===== config.mk =====
export PLATFORM = sky130hd
export DESIGN_NAME = piso_tx_flat
export DESIGN_NICKNAME = d
export VERILOG_FILES = /design/src/rtl/piso_tx_if.sv /design/src/rtl/piso_tx.sv /design/src/flat_wrapper.sv
export SDC_FILE = /design/constraint.sdc
export NUM_CORES = 1
export LEC_CHECK = 0
export BUFFER_PORTS_ARGS = -buffer_cell sky130_fd_sc_hd__buf_4
export CAP_MARGIN = 20
export CORE_ASPECT_RATIO = 1.1
export CORE_MARGIN = 2
export CORE_UTILIZATION = 44
export CTS_BUF_LIST = sky130_fd_sc_hd__clkbuf_16
export DETAILED_ROUTE_END_ITERATION = 10
export GPL_TIMING_DRIVEN = 0
export PLACE_DENSITY = 0.67
export SETUP_SLACK_MARGIN = 0.15
export SYNTH_ARGS = -nofsm -noshare
export SYNTH_HDL_FRONTEND = slang
export SYNTH_SLANG_ARGS = --single-unit

===== constraint.sdc =====
create_clock -name clk -period 1.7 [get_ports clk]
set_clock_uncertainty 0.05 [all_clocks]
set_input_delay 0.085 -clock clk [delete_from_list [all_inputs] [get_ports clk]]
set_output_delay 0.085 -clock clk [all_outputs]
set_load 0.1 [all_outputs]

===== src/rtl/piso_tx_if.sv =====
// Load handshake and serial output bundle for the parallel-in serial-out transmitter.
// The master side drives words; the slave side is the transmitter.
interface piso_tx_if #(
    parameter int unsigned WIDTH = 8
) ();
    logic             load_valid;
    logic             load_ready;
    logic [WIDTH-1:0] data_in;
    logic             hold;
    logic             sdata;
    logic             sframe;
    logic             done;

    modport master (
        output load_valid,
        output data_in,
        output hold,
        input  load_ready,
        input  sdata,
        input  sframe,
        input  done
    );

    modport slave (
        input  load_valid,
        input  data_in,
        input  hold,
        output load_ready,
        output sdata,
        output sframe,
        output done
    );
endinterface


===== src/rtl/piso_tx.sv =====
// Parallel-in serial-out transmitter: takes a WIDTH-bit word over valid/ready and shifts it out
// one bit per cycle with a frame strobe, an end-of-word pulse and a stall input.
module piso_tx #(
    parameter int unsigned WIDTH     = 8,    // must be >= 2
    parameter bit          MSB_FIRST = 1'b1
) (
    input logic     clk,
    input logic     rst,
    piso_tx_if.slave bus
);

    localparam int unsigned CntW = $clog2(WIDTH);
    localparam logic [CntW-1:0] LastCnt = CntW'(WIDTH - 1);

    typedef enum logic [0:0] {
        StIdle,
        StShift
    } state_e;

    state_e           state_q, state_d;
    logic [WIDTH-1:0] shreg_q, shreg_d;
    logic [CntW-1:0]  cnt_q, cnt_d;
    logic             sdata_q, sdata_d;
    logic             sframe_q, sframe_d;

    logic             done;
    logic             load_ready;
    logic             accept;
    logic             first_bit;
    logic             next_bit;
    logic [WIDTH-1:0] load_rest;
    logic [WIDTH-1:0] shift_rest;

    // The shift register holds the bits still to be sent, so the next bit always sits at the
    // outgoing end and the bit currently on sdata lives only in sdata_q.
    always_comb begin
        if (MSB_FIRST) begin
            first_bit  = bus.data_in[WIDTH-1];
            load_rest  = bus.data_in << 1;
            next_bit   = shreg_q[WIDTH-1];
            shift_rest = shreg_q << 1;
        end else begin
            first_bit  = bus.data_in[0];
            load_rest  = bus.data_in >> 1;
            next_bit   = shreg_q[0];
            shift_rest = shreg_q >> 1;
        end
    end

    always_comb begin
        done       = (state_q == StShift) && (cnt_q == LastCnt) && !bus.hold;
        load_ready = (state_q == StIdle) || done;
        accept     = bus.load_valid && load_ready;

        state_d  = state_q;
        shreg_d  = shreg_q;
        cnt_d    = cnt_q;
        sdata_d  = sdata_q;
        sframe_d = sframe_q;

        if (accept) begin
            // Covers both a fresh start from idle and a gapless chain on the done cycle.
            state_d  = StShift;
            shreg_d  = load_rest;
            cnt_d    = '0;
            sdata_d  = first_bit;
            sframe_d = 1'b1;
        end else begin
            unique case (state_q)
                StIdle: begin
                    sdata_d  = 1'b0;
                    sframe_d = 1'b0;
                end
                StShift: begin
                    if (!bus.hold) begin
                        if (cnt_q == LastCnt) begin
                            state_d  = StIdle;
                            shreg_d  = '0;
                            cnt_d    = '0;
                            sdata_d  = 1'b0;
                            sframe_d = 1'b0;
                        end else begin
                            shreg_d = shift_rest;
                            cnt_d   = cnt_q + 1'b1;
                            sdata_d = next_bit;
                        end
                    end
                end
                default: begin
                    state_d = StIdle;
                end
            endcase
        end
    end

    always_ff @(posedge clk) begin
        if (rst) begin
            state_q  <= StIdle;
            shreg_q  <= '0;
            cnt_q    <= '0;
            sdata_q  <= 1'b0;
            sframe_q <= 1'b0;
        end else begin
            state_q  <= state_d;
            shreg_q  <= shreg_d;
            cnt_q    <= cnt_d;
            sdata_q  <= sdata_d;
            sframe_q <= sframe_d;
        end
    end

    assign bus.sdata      = sdata_q;
    assign bus.sframe     = sframe_q;
    assign bus.done       = done;
    assign bus.load_ready = load_ready;

endmodule


===== src/flat_wrapper.sv =====
// flat-port wrapper written by rule: the top's interface ports become plain ports
module piso_tx_flat 
#(
    parameter int unsigned WIDTH     = 8,                   
    parameter bit          MSB_FIRST = 1'b1
)
  (clk, rst, bus_load_valid, bus_data_in, bus_hold, bus_load_ready, bus_sdata, bus_sframe, bus_done);
  piso_tx_if #(.WIDTH(WIDTH)) bus_i ();
  input logic clk;
  input logic rst;
  input wire logic [$bits(bus_i.load_valid)-1:0] bus_load_valid;
  input wire logic [$bits(bus_i.data_in)-1:0] bus_data_in;
  input wire logic [$bits(bus_i.hold)-1:0] bus_hold;
  output wire logic [$bits(bus_i.load_ready)-1:0] bus_load_ready;
  output wire logic [$bits(bus_i.sdata)-1:0] bus_sdata;
  output wire logic [$bits(bus_i.sframe)-1:0] bus_sframe;
  output wire logic [$bits(bus_i.done)-1:0] bus_done;
  assign bus_i.load_valid = bus_load_valid;
  assign bus_i.data_in = bus_data_in;
  assign bus_i.hold = bus_hold;
  assign bus_load_ready = bus_i.load_ready;
  assign bus_sdata = bus_i.sdata;
  assign bus_sframe = bus_i.sframe;
  assign bus_done = bus_i.done;
  piso_tx #(.WIDTH(WIDTH), .MSB_FIRST(MSB_FIRST)) u_core (.clk(clk), .rst(rst), .bus(bus_i));
endmodule

==> key figures, run 1 <==
Status
  • Status: complete, no violations

Place
  • Number of port buffers: 15
  • RD Place Congestion: 0.702
  • Post-DP HPWL: between 900 and 1000 µm
  • Cell Area, Placed: between 800 and 900 µm²

Timing
  • Fin crit share: 89.0%
  • Pins over their slew limit: 0
  • Final setup violation count: 0
  • Tmin final: 1510 ps
  • Setup TNS: 0 ps
  • Unrepaired setup endpoints after global routing: no
  • Peak Freq: around 660 MHz
  • Normalized max-slew margin: 77.0%
  • Worst Max-Slew Pin Slew: 344 ps
  • Hold slack final: between 30 and 40 ps
  • Final hold vios: 0

Detailed routing
  • Avg Vias per Cell: 5.65
  • Wire length per cell: 13.3 µm
  • Final WL: 1470 µm
  • Final ANT Viol Nets: 0
  • DRC viols: 0
  • Vias post-DR: 622
  • DRT iter0 DRCs: 11
  • 1st-pass router iterations: 4

Clocking
  • Total CTS buffers: 3
  • H-tree levels: 1
  • Clock slew at reported path FFs: 50 ps
  • CTS Sinks: 13
  • Cell at the root of the clock tree: clkbuf_16
  • Clk buf depth: 2
  • # hold bufs at CTS: 0
  • Clock latency on the worst-skew pair: 240 ps
  • CTS tree: built

Finish
  • Filler instances: 137
  • Nets: 108
  • Layout cells sized above 1: 38.7%
  • Final instance area: 988 µm²
  • N_diodes: 0
  • Area Overhead vs Synth: 36.9%

GRT
  • Number of global-route vias before repair: 608
  • Largest net degree at the start of global routing: 11
  • Initial antenna violation count: 0
  • Tot GR Track Use: 17.6%
  • Grt total ovfl: 0
  • First-pass GRT wire length: ~2500 µm

Power
  • Pwr/cell area: 950 nW/µm²
  • Maximum vdd ir drop: 0.000898 V
  • Pleak: 0.442 nW

Worst setup path
  • Worst Path Arrival: ~1400 ps
  • CP required: between 1500 and 2000 ps
  • Critical Path Fanout Max: 4
  • Worst Path Class, Setup: reg2out
  • Critical Path Sink Type: primary output
  • Startpoint types: register

Logic synthesis
  • FF+latch count, synth: 13
  • Mapped Avg Cell Area: between 9 and 10 µm²
  • Top FF cell, synth: dfxtp_1
  • Mapped Cells: 73
  • Syn Nets: 87
  • Async set-reset flop share out of synthesis: 0%
  • Post-synth cell types: 27
  • Yosys warns: 0
  • Synth area leader: dfxtp_1
  • Sequential share of the synthesized area: 36.0%
  • Most frequent cell after synthesis: dfxtp_1
  • Synth top area share: a little over a third
  • Post-synth EDFFs: 0
  • Mapped Area: 722 µm²
  • Commonest cells post-synth: 13 x dfxtp_1, 6 x a31oi_1, 6 x inv_1, 6 x o211a_1, 5 x o211ai_1
  • Synth area leaders: dfxtp_1 36%, o211a_1 8.3%, buf_6 6.2%

Die
  • Site Rows: 15
  • IO Pins: 16
  • Area of the core: 1560 µm²
  • Die Footprint: slightly below 2000 µm²
  • DIE HEIGHT: 46.5 µm
  • Starting Density: 46.3%
  • Die W: approximately 43 µm

Run
  • Max_cap viols: 0

Worst hold path
  • Hold WC Path Type: in2reg
where the power goes:
group	internal [mW]	switching, mW	total (mW)
sequential	0.327	0.00801	0.335
combinational	0.0709	0.0922	0.163
clock	0.310	0.131	0.441
total	0.708	0.231	0.939
kinds of logic after synthesis:
kind of cell,Yosys count,share of synthesized area (%)
adder cells (fa/ha/maj),2,3.47
AND/OR/NAND/NOR,20,19.8
AO/OA/AOI/OAI,25,27.9
buffers and inverters,11,10.1
flip-flops,13,36.0
multiplexers,2,2.77
routing by layer:
layer	global-route usage (%)	part of all wire, %
met4	11.3	2.1
met2	31.5	50
met3	3.53	3.6
met5	0	0
met1	19.0	44
stage by stage:
stage	worst slack [ps]	util (%)	power, mW	std cells
3_5_place_dp	202	55.2	0.502	105
6_report	187	63.5	0.939	110
2_1_floorplan	75.0	-	0.456	73
3_3_place_gp	213	55.2	0.500	105
4_1_cts	161	62.6	0.950	110
5_1_grt	157	63.5	0.976	110
final timing paths:
| path | start | end | slack (ps) | cells past startpoint |
|---|---|---|---|---|
| setup reg to reg | u_core.cnt_q[1] | u_core.shreg_q[2] | 310 | 7 |
| hold / removal | bus_data_in[1] | u_core.shreg_q[2] | 30 | 2 |
| hold reg to reg | u_core.bus.sframe | u_core.bus.sframe | 410 | 2 |
| setup / recovery | u_core.cnt_q[1] | bus_done | 190 | 5 |
final cells by class:
cell class	count	area, µm²	share of cell area [%]
Buffer	5	50.0	5.06
Clock buffer	3	75.1	7.59
Clock inverter	1	3.75	0.380
Inverter	6	22.5	2.28
Multi-Input combinational cell	49	418	42.3
Sequential cell	13	262	26.5
Tap cell	17	21.3	2.15
Timing Repair Buffer	16	136	13.8
flip-flops by register name (all words and copies together) (netlist names):
name and cells:
u_core.shreg_q 7, u_core.cnt_q 3, u_core.bus.sdata 1, u_core.bus.sframe 1, u_core.state_q 1
worst max-delay path: stages (launching register included):
cell and delay (ps):
dfxtp_1 330, ha_4 170, ha_4 170, buf_6 120
and2_2 180, buf_12 160
placed cells by master (no fill, tap or decap), types with 2 or more instances in the layout:
cell type,instances
buf_4,14
clkbuf_16,3
inv_1,7
nand2b_1,3
o211a_1,6
buf_6,5
o211ai_1,5
nand2_1,2
nand3_1,2
mux2i_1,2
dfxtp_1,12
ha_4,2
nor2_1,2
a31oi_1,6
nand2b_4,2
nor3_2,2
a21oi_1,3
timing repair:
| action | in CTS | in global routing |
|---|---|---|
| resized for setup | 7 | 2 |
| endpoints found under the setup margin | 2 | 2 |
| setup buffers | 1 | 0 |
No activity file was read; power rests on OpenSTA's default activity.
==> run 2: changes to the inputs <==
Settings changed: CELL_PAD_IN_SITES_DETAIL_PLACEMENT set to 2, CELL_PAD_IN_SITES_GLOBAL_PLACEMENT set to 2, CORE_UTILIZATION 44 to 31, PLACE_DENSITY 0.67 to not set, PLACE_DENSITY_LB_ADDON set to 0.1.
==> run 2 against run 1 <==
Sequential share of layout area about the same. Critical endpoint unchanged. Worst setup slack better by 5.9 ps. Highest routed layer unchanged. Non-clock buffer count down 1.
==> key figures, run 2 (synthesis results as in run 1) <==
Worst setup path
  • Startpoint types: register
  • CP required: 1560 ps (about the same)
  • Critical Path Sink Type: primary output
  • Worst Path Class, Setup: reg2out
  • Critical path origin: u_core.cnt_q[0]
  • Critical Path Fanout Max: 10 (+6)
  • Reg2reg start: u_core.cnt_q[0]
  • Worst Path Arrival: 1370 ps (about the same)

Run
  • Max_cap viols: 0 (unchanged)

Finish
  • Largest registers: u_core.shreg_q x7, u_core.cnt_q x3
  • Layout Utilization: 44.9% (-19 points)
  • Filler instances: 245 (+79%)
  • Nets: 107 (-0.93%)
  • Area Overhead vs Synth: 38.8%
  • Largest reg by FF count: u_core.shreg_q
  • Commonest non-fill, non-tap cell in the layout: buf_4
  • Layout cells sized above 1: 39.1% (+0.42 points)
  • Register area: 265 µm² (+1.4%)
  • Max reg flops: 7 (unchanged)
  • Most frequent cells in the layout: 13 x buf_4, 11 x dfxtp_1, 7 x inv_1
  • N_diodes: 0 (unchanged)
  • Area of the multi-input gates: 419 µm² (+0.30%)

GRT
  • Tot GR Track Use: 17.1% (-0.51 points)
  • Grt total ovfl: 0 (unchanged)
  • Largest net degree at the start of global routing: 11 (unchanged)
  • First-pass GRT wire length: 3350 µm (+32%)
  • Number of global-route vias before repair: 687 (+13%)
  • Initial antenna violation count: 0 (unchanged)

Status
  • Status: complete, no violations

Power
  • Pwr/cell area: 948 nW/µm² (-0.24%)
  • Pleak: 0.438 nW (-0.92%)
  • Maximum vdd ir drop: 0.000637 V (-29%)

Clocking
  • Total CTS buffers: 3 (unchanged)
  • H-tree levels: 1 (unchanged)
  • Clock slew at reported path FFs: 50 ps (about the same)
  • CTS Sinks: 13 (unchanged)
  • Clock latency on the worst-skew pair: 240 ps (about the same)
  • Clk buf depth: 2 (unchanged)
  • Cell at the root of the clock tree: clkbuf_16
  • CTS tree: built

Die
  • Site Rows: 18 (+3)
  • Starting Density: 32.4% (-14 points)
  • Die W: 50.0 µm (+17%)
  • Area of the core: 2230 µm² (+43%)
  • DIE HEIGHT: 54.6 µm (+17%)
  • Die Footprint: 2730 µm² (+38%)
  • IO Pins: 16 (unchanged)

Timing
  • Peak Freq: 663 MHz (+0.39%)
  • Unrepaired setup endpoints after global routing: yes
  • Pins over their slew limit: 0 (unchanged)
  • Worst Max-Slew Pin Slew: 379 ps (+34.8 ps)
  • Final setup violation count: 0 (unchanged)
  • Final hold vios: 0 (unchanged)
  • Setup TNS: 0 ps (unchanged)
  • Tmin final: 1510 ps (-5.88 ps)
  • Fin crit share: 88.7% (-0.35 points)
  • Normalized max-slew margin: 74.7% (-2.3 points)

Detailed routing
  • Final ANT Viol Nets: 0 (unchanged)
  • DRT iter0 DRCs: 3 (-8)
  • DRC viols: 0 (unchanged)
  • Final WL: 1990 µm (+36%)
  • Wire length per cell: 16.3 µm (+22%)
  • Avg Vias per Cell: 5.11 (-9.5%)
  • Vias post-DR: 624 (+0.32%)
  • 1st-pass router iterations: 2 (-2)

Place
  • RD Place Congestion: 0.727 (+3.5%)
  • Number of port buffers: 15 (unchanged)
  • Post-DP HPWL: 1400 µm (+43%)

Worst hold path
  • Hold WC Path Type: in2reg
  • Hold path start: bus_data_in[4]
-- run 2: changes by cell type in the layout (fill, tap and decap cells not counted), sizes merged --
cell | previous run | this run
buf | 21 | 20
-- run 2: final timing paths --
| kind | end | cells after the start | slack [ps] |
|---|---|---|---|
| setup reg to reg | u_core.shreg_q[5] | 6 | 270 |
| hold / removal | u_core.shreg_q[5] | 2 | 30 |
| hold reg to reg | u_core.bus.sframe | 2 | 420 |
| setup / recovery | bus_done | 5 | 190 |
-- run 2: metrics by stage --
stage	instances	power, mW	area, µm²	hold WS (ps)	setup WS, ps
6_report	122	0.950	1000	30.5	193
5_1_grt	122	0.993	1000	37.8	147
4_1_cts	122	0.968	993	26.8	154
3_5_place_dp	118	0.510	876	282	154
3_3_place_gp	118	0.504	876	277	184
2_1_floorplan	73	0.456	726	152	75.0
-- run 2: metal layers --
metal | GRT usage [%] | routed length, µm | share of wire (%)
met3 | 2.46 | 39 | 2.0
met2 | 33.3 | 1130 | 57
met1 | 18.1 | 815 | 41
met5 | 0 | 0 | 0
met4 | 8.33 | 11 | 0.55
-- run 2: final cells by class --
cell class              instances  share of cell area, %
repair buffers                 15                   12.9
well taps                      30                   3.75
flip-flops and latches         13                   26.5
clock inverters                 1                  0.375
plain buffers                   5                   4.99
inverters                       6                   2.25
multi-input cells              49                   41.8
clock buffers                   3                   7.49
-- run 2: worst max-delay path: stages, from the launching register on --
cell and delay (ps):
dfxtp_4 350, ha_4 160, ha_4 170, buf_6 140, and2_4 140, buf_12 160
-- run 2: power breakdown --
| group | internal (mW) | switching, mW | leakage [nW] | total (mW) |
|---|---|---|---|---|
| clock | 0.311 | 0.136 | 0.0423 | 0.447 |
| sequential | 0.326 | 0.00867 | 0.108 | 0.335 |
| combinational | 0.0708 | 0.0978 | 0.287 | 0.169 |
| total | 0.708 | 0.242 | 0.438 | 0.950 |
-- run 2: what timing repair did --
item                                    4_1_cts  5_1_grt
hold buffers                                  0        0
pin swaps                                     0        0
buffers inserted                              0        0
endpoints found under the setup margin        2        2
gates resized for setup                       8        4
==> run 3: changes to the inputs <==
Settings changed: MAX_ROUTING_LAYER set to met4.
==> run 3 against run 2 <==
Maximum frequency about the same. Global-route usage rose by 0.50 points. Non-clock buffer count unchanged. Critical endpoint unchanged. Critical path type unchanged. Register-to-register slack about the same. Sequential power barely moved. Highest routed layer unchanged. Power hardly changed. Die area did not move. First-iteration DRC count unchanged. Largest cell class unchanged. Design area stayed put.
==> key figures, run 3 (synthesis results as in run 1) <==
Clocking
  • Clock latency on the worst-skew pair: 240 ps (about the same)
  • Clock slew at reported path FFs: 50 ps (about the same)
  • CTS tree: built
  • Total CTS buffers: 3 (unchanged)
  • # resized after CTS: 8 (unchanged)
  • CTS Sinks: 13 (unchanged)
  • # hold bufs at CTS: 0 (unchanged)
  • Setup Fix Bufs, Post-CTS: 0 (unchanged)
  • Cell at the root of the clock tree: clkbuf_16
  • H-tree levels: 1 (unchanged)
  • Clk buf depth: 2 (unchanged)

Detailed routing
  • Final ANT Viol Nets: 0 (unchanged)
  • 1st-pass router iterations: 3 (+1)
  • Avg Vias per Cell: 5.13 (+0.32%)
  • DRC viols: 0 (unchanged)
  • Final WL: 1990 µm (+0.10%)
  • Wire length per cell: 16.3 µm (+0.10%)
  • Vias post-DR: 626 (+0.32%)
  • DRT iter0 DRCs: 3 (unchanged)

GRT
  • Largest net degree at the start of global routing: 11 (unchanged)
  • Grt total ovfl: 0 (unchanged)
  • First-pass GRT wire length: 3350 µm (-0.21%)
  • Number of global-route vias before repair: 688 (+0.15%)
  • Initial antenna violation count: 0 (unchanged)
  • Tot GR Track Use: 17.6% (+0.50 points)

Worst setup path
  • Critical Path Fanout Max: 10 (unchanged)
  • FF-to-FF path depth: 6 (unchanged)
  • Worst Path Arrival: 1370 ps (about the same)
  • CP max stage cell: dfxtp_4
  • Worst Path Class, Setup: reg2out
  • Worst path max stage delay: 350 ps (about the same)
  • CP bufs+invs: 2 (unchanged)
  • R2r setup slk: 270 ps (about the same)
  • Top delay family on crit path: flip-flops
  • CP required: 1560 ps (about the same)
  • Reg2reg start: u_core.cnt_q[0]
  • Most frequent CP cell: ha_4
  • Startpoint types: register
  • Crit-path cells: ha_4, ha_4, buf_6, and2_4, buf_12
  • Critical Path Sink Type: primary output
  • FF-to-FF End: u_core.shreg_q[5]

Place
  • RD Place Congestion: 0.735 (+1.2%)
  • Cell Area, Placed: 876 µm² (unchanged)
  • Number of port buffers: 15 (unchanged)
  • Post-DP HPWL: 1400 µm (unchanged)
  • Pre-CTS setup slack: 154 ps (unchanged)
  • Dpl cells: 118 (unchanged)

Power
  • Pleak: 0.438 nW (unchanged)
  • Pwr/cell area: 947 nW/µm² (about the same)
  • Maximum vdd ir drop: 0.000635 V (-0.27%)
  • Overall Power: 0.949 mW (about the same)

Timing
  • Unrepaired setup endpoints after global routing: yes
  • Fin crit share: 88.7% (about the same)
  • Setup WS post-layout: 192 ps (-0.221 ps)
  • Worst Max-Slew Pin Slew: 379 ps (unchanged)
  • Tmin final: 1510 ps (+0.221 ps)
  • Final setup violation count: 0 (unchanged)
  • Final hold vios: 0 (unchanged)
  • Pins over their slew limit: 0 (unchanged)
  • Peak Freq: 663 MHz (about the same)
  • Setup TNS: 0 ps (unchanged)
  • Normalized max-slew margin: 74.7% (unchanged)
  • Hold slack final: 30.4 ps (-0.131 ps)

Finish
  • Commonest non-fill, non-tap cell in the layout: buf_4
  • Final instance area: 1000 µm² (unchanged)
  • N_diodes: 0 (unchanged)
  • Max reg flops: 7 (unchanged)
  • Nets: 107 (unchanged)
  • Largest registers: u_core.shreg_q x7, u_core.cnt_q x3
  • Largest reg by FF count: u_core.shreg_q
  • Most frequent cells in the layout: 13 x buf_4, 11 x dfxtp_1, 7 x inv_1
  • Layout cells sized above 1: 39.1% (unchanged)
  • Non-Filler Instances: 122 (unchanged)
  • Area Overhead vs Synth: 38.8% (unchanged)
  • Filler instances: 245 (unchanged)
  • Layout Utilization: 44.9% (unchanged)

Run
  • Max_cap viols: 0 (unchanged)

Worst hold path
  • Hold WC Path Type: in2reg
  • Hold path start: bus_data_in[4]
  • WHS Endpoint: u_core.shreg_q[5]
  • Hold path cells: 2 (unchanged)

Die
  • IO Pins: 16 (unchanged)
  • Starting Density: 32.4% (unchanged)
  • DIE HEIGHT: 54.6 µm (unchanged)
  • Die Footprint: 2730 µm² (unchanged)
  • Area of the core: 2230 µm² (unchanged)
  • Site Rows: 18 (unchanged)
  • Die W: 50.0 µm (unchanged)

Status
  • Status: complete, no violations
[run 3: cell counts in the layout (fill, tap and decap cells not counted)]
No cell type changed its count.
[run 3: layer usage]
layer / GRT usage (%) / vias to the layer above / wire (µm)
li1: - / 308 / -
met1: 17.8 / 309 / 816
met2: 33.8 / 7 / 1130
met3: 2.46 / 2 / 39
met4: 8.33 / 0 / 11
met5: - / - / 0
[run 3: power by group]
part	internal (mW)	total (mW)	switching, mW
combinational	0.0708	0.168	0.0976
clock	0.311	0.446	0.135
sequential	0.326	0.335	0.00867
total	0.708	0.949	0.242
[run 3: final cells by class]
cell class	instances	area, µm²	area share (%)
Multi-Input combinational cell	49	419	41.8
Tap cell	30	37.5	3.75
Sequential cell	13	265	26.5
Timing Repair Buffer	15	129	12.9
Clock inverter	1	3.75	0.375
Clock buffer	3	75.1	7.49
Buffer	5	50.0	4.99
Inverter	6	22.5	2.25
[run 3: how the worst max path moves through the flow]
stage | startpoint | cells past startpoint | endpoint
floorplan | u_core.cnt_q[0] | 5 | u_core.bus.sdata
global placement | u_core.cnt_q[0] | 6 | u_core.shreg_q[6]
detailed placement | u_core.cnt_q[0] | 6 | u_core.shreg_q[5]
CTS | u_core.cnt_q[0] | 5 | bus_done
global route | u_core.cnt_q[0] | 5 | bus_done
finish | u_core.cnt_q[0] | 5 | bus_done
